--- src/rtl/pwm_pkg.sv ---
// Shared constants and helpers for the multi-channel PWM block.
// The channel phase offset is only used when PWM_PHASE_STAGGER_EN is defined.
package pwm_pkg;

  localparam int unsigned CH_DEFAULT    = 32'd4;
  localparam int unsigned WIDTH_DEFAULT = 32'd8;

  // Start offset of channel idx within a period of 2^width cycles.
  function automatic int unsigned phase_offset(input int unsigned idx,
                                               input int unsigned ch_n,
                                               input int unsigned width);
    return idx * ((32'd1 << width) / ch_n);
  endfunction

endpackage

--- src/rtl/pwm_channel.sv ---
// One PWM channel: active duty register, comparator and registered output.
module pwm_channel
  import pwm_pkg::*;
#(
  parameter int WIDTH = WIDTH_DEFAULT
) (
  input  logic             aclk_i,
  input  logic             areset_i,
  input  logic             enable_i,
  input  logic             commit_i,
  input  logic [WIDTH-1:0] duty_i,
  input  logic [WIDTH-1:0] cnt_i,
  output logic             pwm_o
);

  logic [WIDTH-1:0] duty_q;
  logic [WIDTH-1:0] duty_d;
  logic             pwm_q;
  logic             pwm_d;

  // Duty only changes on a commit, which the top issues on a period boundary.
  always_comb begin
    duty_d = duty_q;
    if (commit_i) begin
      duty_d = duty_i;
    end else begin
      duty_d = duty_q;
    end
    pwm_d = enable_i && (cnt_i < duty_q);
  end

  always_ff @(posedge aclk_i) begin
    if (areset_i) begin
      duty_q <= '0;
      pwm_q  <= 1'b0;
    end else begin
      duty_q <= duty_d;
      pwm_q  <= pwm_d;
    end
  end

  assign pwm_o = pwm_q;

endmodule

--- src/rtl/pwm_multi.sv ---
// Multi-channel PWM: shared period counter, duty-set handshake and CH channels.
// Define PWM_PHASE_STAGGER_EN to spread channel edges evenly across the period.
module pwm_multi
  import pwm_pkg::*;
#(
  parameter int CH    = CH_DEFAULT,
  parameter int WIDTH = WIDTH_DEFAULT
) (
  input  logic                aclk,
  input  logic                areset,
  input  logic                enable,
  input  logic [CH*WIDTH-1:0] duty_in,
  input  logic                duty_valid,
  output logic                duty_ready,
  output logic                period_start,
  output logic [CH-1:0]       pwm_out
);

  localparam logic [WIDTH-1:0] CNT_MAX = '1;
  localparam logic [WIDTH-1:0] CNT_ONE = {{(WIDTH-1){1'b0}}, 1'b1};

  logic [WIDTH-1:0]    cnt_q;
  logic [WIDTH-1:0]    cnt_d;
  logic                pending_q;
  logic                pending_d;
  logic [CH*WIDTH-1:0] pend_duty_q;
  logic [CH*WIDTH-1:0] pend_duty_d;
  logic                period_start_q;
  logic                period_start_d;
  logic                transfer;
  logic                commit;

  assign duty_ready = !pending_q && !areset;
  assign transfer   = duty_valid && duty_ready;
  // Only a set that was already pending commits, so one taken on the last
  // count waits a full period; while disabled it commits at once.
  assign commit     = pending_q && (!enable || (cnt_q == CNT_MAX));

  always_comb begin
    cnt_d          = cnt_q;
    pending_d      = pending_q;
    pend_duty_d    = pend_duty_q;
    period_start_d = enable && (cnt_q == '0);

    if (enable) begin
      cnt_d = cnt_q + CNT_ONE;
    end else begin
      cnt_d = '0;
    end

    if (commit) begin
      pending_d = 1'b0;
    end else if (transfer) begin
      pending_d = 1'b1;
    end else begin
      pending_d = pending_q;
    end

    if (transfer) begin
      pend_duty_d = duty_in;
    end else begin
      pend_duty_d = pend_duty_q;
    end
  end

  always_ff @(posedge aclk) begin
    if (areset) begin
      cnt_q          <= '0;
      pending_q      <= 1'b0;
      pend_duty_q    <= '0;
      period_start_q <= 1'b0;
    end else begin
      cnt_q          <= cnt_d;
      pending_q      <= pending_d;
      pend_duty_q    <= pend_duty_d;
      period_start_q <= period_start_d;
    end
  end

  assign period_start = period_start_q;

  for (genvar g = 0; g < CH; g++) begin : g_ch
    logic [WIDTH-1:0] cnt_ch;
`ifdef PWM_PHASE_STAGGER_EN
    localparam logic [WIDTH-1:0] OFFSET = WIDTH'(phase_offset(g, CH, WIDTH));
    assign cnt_ch = cnt_q + OFFSET;
`else
    assign cnt_ch = cnt_q;
`endif

    pwm_channel #(
      .WIDTH(WIDTH)
    ) u_channel (
      .aclk_i   (aclk),
      .areset_i (areset),
      .enable_i (enable),
      .commit_i (commit),
      .duty_i   (pend_duty_q[g*WIDTH +: WIDTH]),
      .cnt_i    (cnt_ch),
      .pwm_o    (pwm_out[g])
    );
  end

endmodule
--- config.mk ---
export PLATFORM = sky130hd
export DESIGN_NAME = pwm_multi
export DESIGN_NICKNAME = d
export VERILOG_FILES = /design/src/rtl/pwm_pkg.sv /design/src/rtl/pwm_channel.sv /design/src/rtl/pwm_multi.sv
export SDC_FILE = /design/constraint.sdc
export NUM_CORES = 1
export LEC_CHECK = 0
export ABC_AREA = 1
export CAP_MARGIN = 10
export CORE_MARGIN = 3
export CORE_UTILIZATION = 30
export CTS_CLUSTER_SIZE = 28
export DETAILED_ROUTE_END_ITERATION = 6
export GPL_TIMING_DRIVEN = 0
export PLACE_DENSITY = 0.46
export SYNTH_ARGS = -nofsm -noshare
export SYNTH_HDL_FRONTEND = slang
export SYNTH_SLANG_ARGS = --single-unit
--- constraint.sdc ---
create_clock -name aclk -period 3.62 [get_ports aclk]
set_input_delay 0.362 -clock aclk [delete_from_list [all_inputs] [get_ports aclk]]
set_output_delay 0.362 -clock aclk [all_outputs]
set_load 0.005 [all_outputs]
After elaboration in Yosys (flattened, before gate mapping)
Index checks and enable logic that the tools add are counted.
- flip-flop bits (word level): 78
- output and inout port bits: 6
- word-level logic and storage cells: 34
- add/sub/neg operators: 1
- order comparisons: 4
- eq/ne operators: 1
- bitwise gates (word level): 1
- reductions and logical operators: 15
- operators by type and width (cell ; count):
    $lt A8 B8 Y1 ; 4
    $add A8 B1 Y8 const B ; 1
    $eq A8 B8 Y1 const B ; 1
    $logic_and A1 B1 Y1 ; 8
    $logic_not A8 Y1 ; 1
    $reduce_or A2 Y1 ; 2
    $logic_not A1 Y1 ; 3
    $logic_or A1 B1 Y1 ; 1
    $not A1 Y1 ; 1

Logic depth before layout (Yosys ltp)
Gate-level depths: netlist of run 1.
- word-level depth: 4
- depth in mapped cells: 9

Cells and area by module
From an unflattened synthesis of run 1, not the netlist that was laid out.
- cell total of the unflattened synthesis: 455
- area total of the unflattened synthesis: 3712.3 sq um
- modules (own cells, without submodules) (module ; times used ; cells an instance ; area each (sq um)):
    pwm_channel ; 4 ; 62 ; 520.5
    pwm_multi ; 1 ; 207 ; 1630.3

Least setup slack after synthesis of run 1
OpenSTA, ideal clock, no wires.
- path kind: register to register
- start: register cnt_q[1]
- end: register g_ch[2].u_channel.duty_q[0]
- library setup time: 0.115 ns
- arrival time: 1.278 ns
- data required time: 3.505 ns
- path slack: 2.227 ns
- stages on the path, launching flop included: 10
- clock period less this slack: 1.393 ns
- path through: dfxtp_1 ha_1 nand2_1 nor2_2 nand2_2 nand2_8 buf_6 nand3_1 nand2_1 nor2_1
- cells in the longest elaborated chain, start to end: 3
- RTL lines (element ; RTL line ; source):
    from (decl) ; pwm_multi.sv:22 ; logic [WIDTH-1:0] cnt_q;
    from (signal assigned) ; pwm_multi.sv:73 ; cnt_q <= cnt_d;
    $eq A8 B8 Y1 ; pwm_multi.sv:37 ; assign commit = pending_q && (!enable || (cnt_q == CNT_MAX));
    $logic_or A1 B1 Y1 ; pwm_multi.sv:37 ;
    $logic_and A1 B1 Y1 ; pwm_multi.sv:37 ;
    to (signal assigned) ; pwm_channel.sv:37 ; duty_q <= duty_d;
    to (decl) ; pwm_channel.sv:16 ; logic [WIDTH-1:0] duty_q;
Every way passes these cells.
A chain may end at the register's enable or synchronous reset.

Worst setup path after layout of run 1
- start: register pending_q
- end: output port duty_ready
- cells in the longest elaborated chain, start to end: 2
- RTL lines (element ; RTL line ; source):
    from (decl) ; pwm_multi.sv:24 ; logic pending_q;
    from (signal assigned) ; pwm_multi.sv:74 ; pending_q <= pending_d;
    $logic_not A1 Y1 ; pwm_multi.sv:33 ; assign duty_ready = !pending_q && !areset;
    $logic_and A1 B1 Y1 ; pwm_multi.sv:33 ;
    to (decl) ; pwm_multi.sv:14 ; output logic duty_ready,
Every way passes these cells.

==> results by group, run 1 <==
Die
  – IO Count: 42
  – Die height: between 100 and 150 um
  – FP Rows: 40
  – Die Wd: roughly 120 um
  – Starting Density: between 30% and 40%
  – DIE AREA: 14100 um2
  – Core Region: 12200 um2

Power
  – VDD IR max: slightly below 0.2 mV
  – Power Density: 459 nW/um2
  – Leakage: 2.01 nW

STA
  – Slew margin rel.: 67.7%
  – Final setup fails: 0
  – Final Skew: approximately 0.008 ns
  – Hold Vio Cnt, Final: 0
  – Final Critical Period: approximately 2.1 ns
  – Unrepaired setup endpoints after global routing: no
  – Pins Over Slew Limit: 0
  – Worst-Margin Slew: slightly below 0.5 ns
  – Fmax: 470 MHz
  – Period utilization: 58.8%
  – Setup TNS: 0 ns

Critical path
  – Class of the most critical setup path: flop to primary output
  – Worst-path maximum fanout: 10
  – CP cell instances: buf_2 > buf_2 > nor2_1 > clkdlybuf4s50_1
  – Most frequent CP cell: buf_2
  – Worst Path Required: 3.26 ns
  – CP max-delay cell: clkdlybuf4s50_1
  – Critical Path AT: 1.77 ns
  – Crit-path max cell delay: around 0.45 ns
  – Worst Setup End Kind: primary output
  – Nature of the critical path startpoint: flop

Job
  – Max_cap viols: 0

Clocking
  – TritonCTS clock tree: built
  – Clock buffer depth: 2
  – CTS resizes: 0
  – Setup Fix Bufs, Post-CTS: 0
  – Hold buffer count at cts: 0
  – CTS Buf Count: 9
  – Sink Count: 78
  – # H-tree levels: 3
  – Worst skew pair latency: 0.33 ns
  – Clock slew at reported path FFs: 0.06 ns
  – Clock root buffer: clkbuf_16

Global route
  – Pin count of the biggest net entering global routing: 13
  – GRT overflow: 0
  – Initial antenna violation count: 0
  – Gr usage total: 13.0%
  – Global-route wire length before repair: 14700 um
  – Vias in the first global route: roughly 3000

Drt
  – Remaining DRCs: 0
  – Routed via count: between 3000 and 4000
  – Antenna Nets Post-Route: 0
  – DRT Pass-1 Iters: 6
  – DR WL/cell: 12.0 um
  – Routed vias/inst: 4.30
  – Iter 0 DRT Violations: 83
  – Total wire length: 8900 um

Synth
  – Syn. warnings: 0
  – Post-Syn Area: 3810 um2
  – Predominant post-synthesis flop cell: dfxtp_1
  – Top post-synthesis cells by area: dfxtp_1 41%, ha_1 9.9%, a21oi_1 9.3%, inv_1 8.0%, nand2_1 7.9%
  – Post-Syn Nets: between 500 and 600
  – Area leader, netlist: dfxtp_1
  – Number of synthesized flops with an enable pin: 0
  – Synth cell types: 26
  – Yosys reg bits: approximately 80
  – Post-Synthesis Cells: roughly 500
  – FFs w/ async S/R, synth: 0%
  – Count leader, synth: inv_1
  – Seq/Total Area, Yosys: 41.0%
  – Avg Inst Size Synth: 7.40 um2
  – Share of the synthesized area in the top cell type: a little over 40%
  – Post-synth top cells: 81 x inv_1, 80 x nand2_1, 78 x dfxtp_1, 71 x a21oi_1, 48 x nor2_1

Cells and area
  – Final Core Density: 38.9%
  – Share of cells above drive strength 1: between 8 and 9%
  – Diode count: 0
  – P&R area growth vs syn: 24.7%
  – Fin nets: around 630

Worst hold path
  – Hold Path Class: flop to flop

Outcome
  – Status: completed

Place
  – Gpl congestion: 0.737
  – PortBufs: between 40 and 50
  – Post-DP HPWL: ~6800 um
sequential cells by signal, summed over array words and instances (netlist names):
signal,cells
pending_q,1
cnt_q,8
period_start,1
pend_duty_q,32
g_ch.u_channel.pwm_o,4
g_ch.u_channel.duty_q,32
cell usage in the layout (no fill, tap or decap):
cell type	n
a21oi_1	71
clkinv_2	2
buf_8	3
xor2_1	2
buf_4	4
a21oi_2	2
nand2_1	80
clkdlybuf4s50_1	41
bufinv_16	1
nor2_1	48
nor3_1	3
nor3b_1	1
nor2_2	4
nand2_8	1
dfxtp_1	78
buf_2	15
nand4_1	4
nand3_1	39
o21bai_1	1
clkbuf_1	4
inv_1	81
o21ai_0	33
buf_1	3
nand2_2	1
clkbuf_8	4
clkbuf_16	9
inv_2	1
o21a_1	1
ha_1	30
a31oi_1	1
buf_6	3
power breakdown:
part,switching [mW],total (mW),internal [mW]
registers,0.0212,0.934,0.913
logic,0.161,0.295,0.134
clock network,0.341,0.948,0.607
worst max-delay path: cells and delay by family (launching register included):
| kind | cells | cell delay, ns |
|---|---|---|
| buf+inv | 3 | 0.97 |
| flops | 1 | 0.38 |
| simple gates | 1 | 0.08 |
path summary, 6_finish.rpt:
| kind | start | end | slack, ns | cells after the start |
|---|---|---|---|---|
| worst max-delay path | pending_q$_SDFFE_PP0P_ | duty_ready | 1.49 | 4 |
| worst min-delay path | pend_duty_q[1]$_SDFFE_PP0P_ | pend_duty_q[1]$_SDFFE_PP0P_ | 0.45 | 2 |
| worst max register to register | cnt_q[1]$_SDFF_PP0_ | g_ch[0].u_channel.duty_q[5]$_SDFFE_PP0P_ | 1.84 | 9 |
| worst min register to register | pend_duty_q[1]$_SDFFE_PP0P_ | pend_duty_q[1]$_SDFFE_PP0P_ | 0.45 | 2 |
metal layers:
metal	part of all wire, %	routed length [um]	global-route usage (%)	vias up
met5	0	0	0	-
met4	2.2	193	5.29	0
met3	3.4	305	2.73	12
met2	43	3830	20.0	56
met1	51	4570	17.7	1374
li1	-	-	-	1736
cells by family (layout without fill, tap and decap cells):
| kind of cell | after synthesis | in the layout | synth area share (%) |
|---|---|---|---|
| and+or+nand+nor | 181 | 181 | 20.3 |
| buffers and inverters | 114 | 171 | 13.6 |
| AOI/OAI and AO/OA | 109 | 109 | 14.7 |
| DFF | 78 | 78 | 41.0 |
| adders and majority gates | 30 | 30 | 9.86 |
| xor gates and xnor gates | 2 | 2 | 0.460 |
per-stage QoR:
| stage | worst slack, ns | hold slack, ns | cells | power, mW | instance area, um2 |
|---|---|---|---|---|---|
| 5_1_grt | 1.40 | 0.471 | 739 | 2.29 | 4750 |
| 3_3_place_gp | 1.74 | 0.440 | 723 | 1.24 | 4430 |
| 4_1_cts | 1.46 | 0.455 | 739 | 2.21 | 4750 |
| 2_1_floorplan | 2.23 | 0.429 | 514 | 1.14 | 3810 |
| 6_report | 1.49 | 0.455 | 739 | 2.18 | 4750 |
| 3_5_place_dp | 1.72 | 0.447 | 723 | 1.25 | 4430 |
area by class of cell:
cell class | count | area, um2
Buffer | 32 | 210
Clock buffer | 13 | 280
Clock inverter | 3 | 40.0
Fill cell | 1324 | 7460
Inverter | 82 | 308
Multi-Input combinational cell | 322 | 1730
Sequential cell | 78 | 1560
Tap cell | 168 | 210
Timing Repair Buffer | 41 | 410
Note: power is estimated with default switching activity, not from simulation.
==> run 2, diff against run 1 <==
Settings changed: PLACE_DENSITY 0.46 to 0.48.
Clock period 3.62 ns to 1.7 ns, I/O delays scaled along.
==> results by group, run 2 (synthesized netlist as in run 1, its figures left out) <==
Critical path
  – Reg2reg setup slack: 0.15 ns
  – Class of the most critical setup path: flop to primary output
  – Worst Setup End Kind: primary output
  – Worst r2r dst: g_ch[0].u_channel.duty_q[4]$_SDFFE_PP0P_
  – CP max-delay cell: dfxtp_1
  – Worst Path Required: 1.53 ns
  – R2r worst-path depth: 8
  – Crit-path max cell delay: roughly 0.4 ns
  – CP top delay family: buffers and inverters
  – CP bufs+invs: 3
  – Worst-path maximum fanout: 10
  – CP cell instances: buf_4 > buf_6 > nor2_1 > dlygate4sd2_1
  – Nature of the critical path startpoint: flop
  – Critical Path AT: ~1.4 ns
  – Critical path launch point: pending_q$_SDFFE_PP0P_
  – Reg2reg start: cnt_q[6]$_SDFF_PP0_

Cells and area
  – Most common cell after layout, fill and taps aside: inv_1
  – Finished Layout Cells: between 700 and 800
  – Fin area: roughly 4700 um2
  – Share of cells above drive strength 1: under 10%
  – Most frequent cells in the layout: 81 x inv_1, 80 x nand2_1, 76 x dfxtp_1, 71 x a21oi_1, 48 x nor2_1
  – Top flop regs: g_ch.u_channel.duty_q: 32 flops, pend_duty_q: 32 flops, cnt_q: 8 flops
  – Fin nets: about 630
  – FILL cells: 1342
  – Sequential cell area: 1570 um2
  – Multi-input logic area: 1730 um2
  – Diode count: 0
  – P&R area growth vs syn: 24.3%

Die
  – Starting Density: 31.2%
  – Die height: ~120 um
  – Core Region: 12200 um2
  – IO Count: 42
  – FP Rows: 40
  – Die Wd: 119 um
  – DIE AREA: 14100 um2

Clocking
  – CTS Buf Count: 9
  – Hold buffer count at cts: 0
  – Clock slew at reported path FFs: 0.06 ns
  – Clock root buffer: clkbuf_16
  – TritonCTS clock tree: built
  – Sink Count: slightly below 80
  – Clock buffer depth: 2
  – # H-tree levels: 3
  – Worst skew pair latency: 0.33 ns

Global route
  – Pin count of the biggest net entering global routing: 13
  – Global-route wire length before repair: approximately 15000 um
  – GRT overflow: 0
  – Vias in the first global route: 2959
  – Gr usage total: 13.1%
  – Initial antenna violation count: 0

Drt
  – Routed vias/inst: 4.31
  – DRT Pass-1 Iters: 4
  – Remaining DRCs: 0
  – Routed via count: approximately 3200
  – Iter 0 DRT Violations: between 100 and 150
  – Total wire length: between 8000 and 9000 um
  – Antenna Nets Post-Route: 0
  – DR WL/cell: 12.0 um

STA
  – Fin Hold WS: 0.455 ns
  – Final Skew: approximately 0.0043 ns
  – Fmax: approximately 630 MHz
  – Pins Over Slew Limit: 0
  – Period utilization: 93.0%
  – Slew margin rel.: 69.7%
  – Final Critical Period: 1.58 ns
  – Unrepaired setup endpoints after global routing: no
  – Worst-Margin Slew: 0.454 ns
  – Hold Vio Cnt, Final: 0
  – Final setup fails: 0

Worst hold path
  – Hold path depth: 2
  – Hold Startpoint: pend_duty_q[1]$_SDFFE_PP0P_
  – Hold Path Sink: pend_duty_q[1]$_SDFFE_PP0P_
  – Hold Path Class: flop to flop

Power
  – Total power: 4.51 mW
  – VDD IR max: a little over 0.4 mV
  – Leakage: 1.99 nW
  – Power Density: approximately 950 nW/um2

Place
  – PortBufs: 41
  – Post-DP HPWL: 6780 um
  – Gpl congestion: 0.764
  – Area after DPL: 4430 um2
  – Cells after DPL: 723

Outcome
  – Status: completed

Job
  – Max_cap viols: 0
## run 2: final cells by class
type                            instances  share of cell area (%)
Sequential cell                        78                    33.1
Clock buffer                           11                    5.13
Timing Repair Buffer                   41                    8.65
Clock inverter                          4                    1.01
Buffer                                 32                    4.63
Multi-Input combinational cell        322                    36.5
Tap cell                              168                    4.44
Inverter                               82                    6.51
## run 2: how the worst max path moves through the flow
stage | depth (start not counted) | to | slack (ns)
after detailed placement | 9 | g_ch[3].u_channel.duty_q[6]$_SDFFE_PP0P_ | -0.06
after floorplan | 9 | g_ch[2].u_channel.duty_q[0]$_SDFFE_PP0P_ | 0.31
after CTS | 9 | g_ch[3].u_channel.duty_q[6]$_SDFFE_PP0P_ | 0.07
after global routing | 8 | g_ch[1].u_channel.duty_q[4]$_SDFFE_PP0P_ | 0.009
after global placement | 9 | g_ch[3].u_channel.duty_q[6]$_SDFFE_PP0P_ | -0.06
final | 4 | duty_ready | 0.12
## run 2: per-layer routing
metal | wire length (um) | track usage, % | vias up | part of all wire, %
met5 | 0 | 0 | - | 0
li1 | - | - | 1742 | -
met2 | 3810 | 19.5 | 67 | 43
met1 | 4530 | 18.1 | 1364 | 51
met4 | 167 | 6.52 | 0 | 1.9
met3 | 346 | 2.30 | 10 | 3.9
## run 2: power breakdown
| part | internal, mW | total [mW] | switching, mW | leakage [nW] |
|---|---|---|---|---|
| logic | 0.289 | 0.627 | 0.338 | 1.21 |
| clock network | 1.16 | 1.90 | 0.733 | 0.141 |
| registers | 1.94 | 1.99 | 0.0451 | 0.640 |
## run 2: worst register-to-register path, delay by kind of cell, from the launching register on
family / cells / cell delay (ns)
flops: 1 / 0.55
buf+inv: 1 / 0.16
simple gates: 7 / 0.72
## run 2: stage by stage
| stage | TNS [ns] | util, % | setup WS (ns) |
|---|---|---|---|
| 5_1_grt | 0 | 38.7 | 0.00862 |
| 3_3_place_gp | -0.932 | 36.3 | -0.0639 |
| 2_1_floorplan | 0 | - | 0.307 |
| 4_1_cts | 0 | 38.7 | 0.0739 |
| 3_5_place_dp | -0.909 | 36.3 | -0.0622 |
| 6_report | 0 | 38.7 | 0.120 |
## run 2: repair_timing
item,in CTS,in global routing
setup buffers,0,0
pin swaps,0,0
resized for setup,5,2
endpoints found under the hold margin,0,0
setup endpoints to repair,29,28
==> run 3, diff against run 2 <==
Settings changed: CTS_CLUSTER_DIAMETER set to 120.
==> results of run 3 <==
Final layout, timing and power as in run 2 (identical DEF).
==> patch 1, RTL diff (settings of run 3) <==
Make the reset (`areset` and `areset_i`) asynchronous in 2 clocked blocks.
--- a/src/rtl/pwm_channel.sv
+++ b/src/rtl/pwm_channel.sv
@@ -29,7 +29,7 @@
     pwm_d = enable_i && (cnt_i < duty_q);
   end
 
-  always_ff @(posedge aclk_i) begin
+  always_ff @(posedge aclk_i or posedge areset_i) begin
     if (areset_i) begin
       duty_q <= '0;
       pwm_q  <= 1'b0;
--- a/src/rtl/pwm_multi.sv
+++ b/src/rtl/pwm_multi.sv
@@ -63,7 +63,7 @@
     end
   end
 
-  always_ff @(posedge aclk) begin
+  always_ff @(posedge aclk or posedge areset) begin
     if (areset) begin
       cnt_q          <= '0;
       pending_q      <= 1'b0;
Behaviour: differs if areset is asserted again (counterexample within 4 cycles, from zero or initial values and one cycle with areset high); with areset held inactive, the same outputs for 10 cycles.
==> patch 1 against run 3 <==
Routed wire length fell by 3.1%. Sequential cell count stayed put. Final area up 3.5%. Setup slack gained 0.084 ns. Synthesized cell count is 8.2% lower. First-iteration DRC count decreased by 18%. Area after synthesis increased by 2.0%. Largest cell class is now registers.
Power is not compared: it rests on default switching activity, and its combinational part moved more than twofold at a synthesized area within 25%.
==> patch 1: results <==
metrics = {
    "global_routing": {
        "grt_max_degree": 37,
        "grt_usage": 0.130,
        "grt_pass1_wl_um": 14500,
        "grt_antenna_before_repair": 0,
        "grt_pass1_vias": 2908,
    },
    "cells_and_area": {
        "layout-drive-gt1-share": 0.0957,
        "reg_top3": "g_ch.u_channel.duty_q (32), pend_duty_q (32), cnt_q (8)",
        "fin_nets": 594,
    },
    "run_status": {
        "outcome": "finished, final reports clean",
    },
    "worst_setup_path": {
        "critPathKind": "register to register",
        "cp.arrival_ns": 1.73,
        "r2r_cells": 9,
        "critPathLaunch": "cnt_q[0]",
        "reg2reg_to": "g_ch[3].u_channel.duty_q[4]",
    },
    "synthesis": {
        "synth_cell_types": 24,
        "yosys_warnings": 0,
        "async_flop_share": 1.00,
        "synthTopCellsByCount": "208 x nand2_1, 78 x dfrtp_1, 49 x inv_1",
        "seq_area_frac_synth": 0.503,
        "ys_top_cells_by_area": "dfrtp_1 50%, nand2_1 20%, ha_1 9.7%, nand3_1 4.9%, inv_1 4.7%",
        "syn-num-nets": 538,
    },
    "placed_design": {
        "dp_hpwl_um": 6330,
        "place.gp.congestion": 0.800,
        "place_ws_ns": -0.0955,
    },
    "hold_path": {
        "hp-class": "input port to asynchronous set/reset pin",
    },
    "power": {
        "ir_drop_v": 0.000567,
    },
    "clocking": {
        "path_clk_slew_ns": 0.06,
        "root_buffer": "clkbuf_16",
    },
    "routing": {
        "drtIter0Drc": 96,
        "drt_wl_total_um": 8590,
        "vias": 2983,
    },
    "timing": {
        "finClkSkew_ns": 0.00423,
        "timing.fmax_mhz": 668,
    },
}
## patch 1: cell types whose count changed after synthesis, sizes merged, moves of 2 or more
cell / change
nand2: +130
nor2: -32
dfxtp: -78
a21oi: -63
buf: -10
inv: -32
o21ai: -31
clkbuf: -2
dfrtp: +78
## patch 1: per-layer routing
metal / up-vias / part of all wire / routed length, µm / GRT usage
met4: 0 / 0.011 / 98 / 0.0437
met3: 10 / 0.039 / 333 / 0.0372
li1: 1571 / - / - / -
met5: - / 0 / 0 / 0
met2: 51 / 0.42 / 3590 / 0.188
met1: 1351 / 0.53 / 4570 / 0.185
## patch 1: cells by family (layout without fill, tap and decap cells)
family	Yosys count	in the layout	synth area share
and+or+nand+nor	279	279	0.294
DFF	78	78	0.503
buffers and inverters	70	131	0.0847
adders and majority gates	30	30	0.0966
AOI/OAI and AO/OA	14	14	0.0193
xor gates and xnor gates	1	1	0.00226
## patch 1: report_power, final
part | switching, µW | internal (µW) | total, µW
Combinational | 1150 | 890 | 2040
Sequential | 410 | 2580 | 2990
Clock | 763 | 1280 | 2040
## patch 1: area by class of cell
cell class | count | area [µm²]
multi-input combinational | 324 | 1600
tap | 168 | 210
clock buffer | 9 | 225
buffer | 20 | 144
sequential | 78 | 1960
inverter | 50 | 191
timing repair buffer | 45 | 475
clock inverter | 7 | 88.8
fill | 1312 | 7420
## patch 1: worst max-delay path, stage by stage, from the launching register on
cell,delay (ns)
dfrtp_1,0.39
ha_1,0.20
nand2_2,0.07
nor2_2,0.11
nand2_1,0.09
nand2_4,0.14
nand2_4,0.11
buf_6,0.16
nand2_1,0.07
nand2_1,0.05
## patch 1: worst min-delay path by stage
stage	from	to	slack, ns	cells after the start
finish	areset	pend_duty_q[15]	0.30	2
global route	areset	pend_duty_q[15]	0.34	2
CTS	areset	pend_duty_q[15]	0.31	2
detailed placement	g_ch[0].u_channel.duty_q[7]	g_ch[0].u_channel.duty_q[7]	0.46	2
global placement	g_ch[0].u_channel.duty_q[5]	g_ch[0].u_channel.duty_q[5]	0.46	2
floorplan	enable	cnt_q[1]	0.27	2
## patch 1: what timing repair did
| item | in CTS | in global routing |
|---|---|---|
| cloned | 0 | 0 |
| resized for setup | 1 | 6 |
| pin swaps | 0 | 0 |
| buffers inserted | 0 | 2 |
| setup endpoints to repair | 30 | 31 |
## patch 1: metrics by stage
| stage | instances | hold WS [ns] | area [µm²] | total power [µW] |
|---|---|---|---|---|
| 3_3_place_gp | 681 | 0.458 | 4510 | 5020 |
| 3_5_place_dp | 683 | 0.459 | 4560 | 5090 |
| 4_1_cts | 699 | 0.311 | 4870 | 7170 |
| 6_report | 701 | 0.301 | 4890 | 7080 |
| 5_1_grt | 701 | 0.339 | 4890 | 7730 |
| 2_1_floorplan | 472 | 0.274 | 3890 | 4430 |
==> patch 2, RTL diff (flow settings as in run 3) <==
Without the edit above. Build with the macro `PWM_PHASE_STAGGER_EN` defined.
--- a/src/rtl/pwm_multi.sv
+++ b/src/rtl/pwm_multi.sv
@@ -1,5 +1,7 @@
 // Multi-channel PWM: shared period counter, duty-set handshake and CH channels.
 // Define PWM_PHASE_STAGGER_EN to spread channel edges evenly across the period.
+`define PWM_PHASE_STAGGER_EN
+
 module pwm_multi
   import pwm_pkg::*;
 #(
Formal check against the unedited RTL: not equivalent (a bounded check fails within 4 cycles, from zero or initial values and one cycle with areset high).
==> patch 2 against run 3 <==
Setup slack improved by 0.0021 ns. Sequential share of layout area down 0.40 points. Total power is 1.7% higher. Final area increased by 1.6%. Sequential cell count did not move. Non-clock buffer count stayed put. Largest cell class unchanged. Area after synthesis rose by 1.6%. Combinational power shrank 3.7%. Critical path type unchanged. Routed wire length grew 0.14%. Count of clock-buffer cells in the layout decreased by 1. Critical endpoint unchanged.
==> patch 2: results <==
metrics = {
    "global_routing": {
        "grt_usage": 0.136,
        "grt_max_degree": 13,
        "grt-ovfl-total": 0,
        "grt_pass1_wl_um": 15300,
        "grt_antenna_before_repair": 0,
        "grt_pass1_vias": 3056,
    },
    "synthesis": {
        "synth_cell_types": 26,
        "seq_area_frac_synth": 0.404,
        "synthTopCellsByCount": "86 x inv_1, 80 x nand2_1, 78 x dfxtp_1",
        "ys_top_cells_by_area": "dfxtp_1 40%, ha_1 10%, a21oi_1 9.3%, inv_1 8.3%, nand2_1 7.8%",
        "syn_area_per_cell_um2": 7.41,
        "async_flop_share": 0,
        "yosys_warnings": 0,
        "syn-num-nets": 590,
        "synthFlopType": "dfxtp_1",
    },
    "worst_setup_path": {
        "r2r_cells": 7,
        "cp_top_family": "buffers and inverters",
        "reg2reg_from": "cnt_q[6]",
        "path_max_fanout": 10,
        "cp.arrival_ns": 1.41,
        "reg2reg_to": "g_ch[1].u_channel.pwm_o",
        "r2r_slack_ns": 0.14,
        "critPathMaxStageDelay_ns": 0.37,
        "slowest_stage": "dfxtp_1",
    },
    "placed_design": {
        "place_ws_ns": -0.154,
        "dp_hpwl_um": 6960,
        "portBuffers": 41,
        "place.gp.congestion": 0.747,
        "placed_area_um2": 4490,
        "dp.cells": 731,
    },
    "clocking": {
        "cts_resized": 5,
        "insertion_delay_ns": 0.33,
        "path_clk_slew_ns": 0.06,
        "htree_num_levels": 3,
        "cts_max_path_buffers": 2,
        "numCtsBuffers": 9,
        "post-cts-setup-buffers": 0,
        "root_buffer": "clkbuf_16",
    },
    "cells_and_area": {
        "insertedDiodeCount": 0,
        "layout-drive-gt1-share": 0.0934,
        "fin_cells": 746,
        "fin_nets": 642,
        "reg_top3": "g_ch.u_channel.duty_q (32), pend_duty_q (32), cnt_q (8)",
    },
    "power": {
        "ir_drop_v": 0.000513,
        "p_leak_uw": 0.00203,
    },
    "timing": {
        "finClkSkew_ns": 0.00808,
        "finalHoldWorstSlack_ns": 0.442,
        "tightest_slew_ns": 0.414,
    },
    "routing": {
        "drtIter0Drc": 70,
        "drt_wl_total_um": 8870,
        "vias_per_cell": 4.27,
        "first_pass_iters": 4,
    },
    "hold_path": {
        "min_delay_worst_endpoint": "pend_duty_q[3]",
        "hold_depth": 3,
        "hp-class": "input port to register",
        "min-delay-start": "duty_in[3]",
    },
    "run_status": {
        "outcome": "finished, final reports clean",
    },
}
==> patch 2: logic make-up (layout without fill, tap and decap cells) <==
group                    count (synthesis)  after routing  synth area share
adder cells (fa/ha/maj)                 32             32             0.104
flip-flops                              78             78             0.404
buffers and inverters                  118            174             0.140
XOR/XNOR                                 1              1           0.00227
AND/OR/NAND/NOR                        182            182             0.202
AO/OA/AOI/OAI                          111            111             0.148
==> patch 2: worst max path at each step <==
stage	depth (start not counted)	end	from	slack, ns
2_1_floorplan	9	g_ch[3].u_channel.pwm_o	cnt_q[6]	0.21
3_3_place_gp	6	pend_duty_q[20]	areset	-0.15
3_5_place_dp	6	pend_duty_q[20]	areset	-0.15
4_1_cts	8	g_ch[3].u_channel.duty_q[2]	cnt_q[3]	0.006
5_1_grt	8	g_ch[1].u_channel.duty_q[2]	cnt_q[4]	0.01
6_report	4	duty_ready	pending_q	0.12
==> patch 2: per-layer routing <==
layer | track usage | wire [µm]
met1 | 0.190 | 4500
met2 | 0.206 | 3920
met3 | 0.0189 | 276
met4 | 0.0644 | 171
met5 | 0 | 0
==> patch 2: area by class of cell <==
cell class	count	area [µm²]
sequential	78	1570
buffer	32	224
multi-input combinational	326	1760
timing repair buffer	41	409
fill	1359	7500
inverter	86	323
clock buffer	10	229
tap	168	210
clock inverter	5	75.1
==> patch 2: power breakdown <==
group	switching (µW)	internal, µW
registers	44.7	1940
clock network	731	1270
logic	329	275
total	1110	3480
==> patch 2: tightest hold or removal path, delay by kind of cell <==
family	cells	cell delay, ns
buf+inv	1	0.39
compound gates	2	0.16
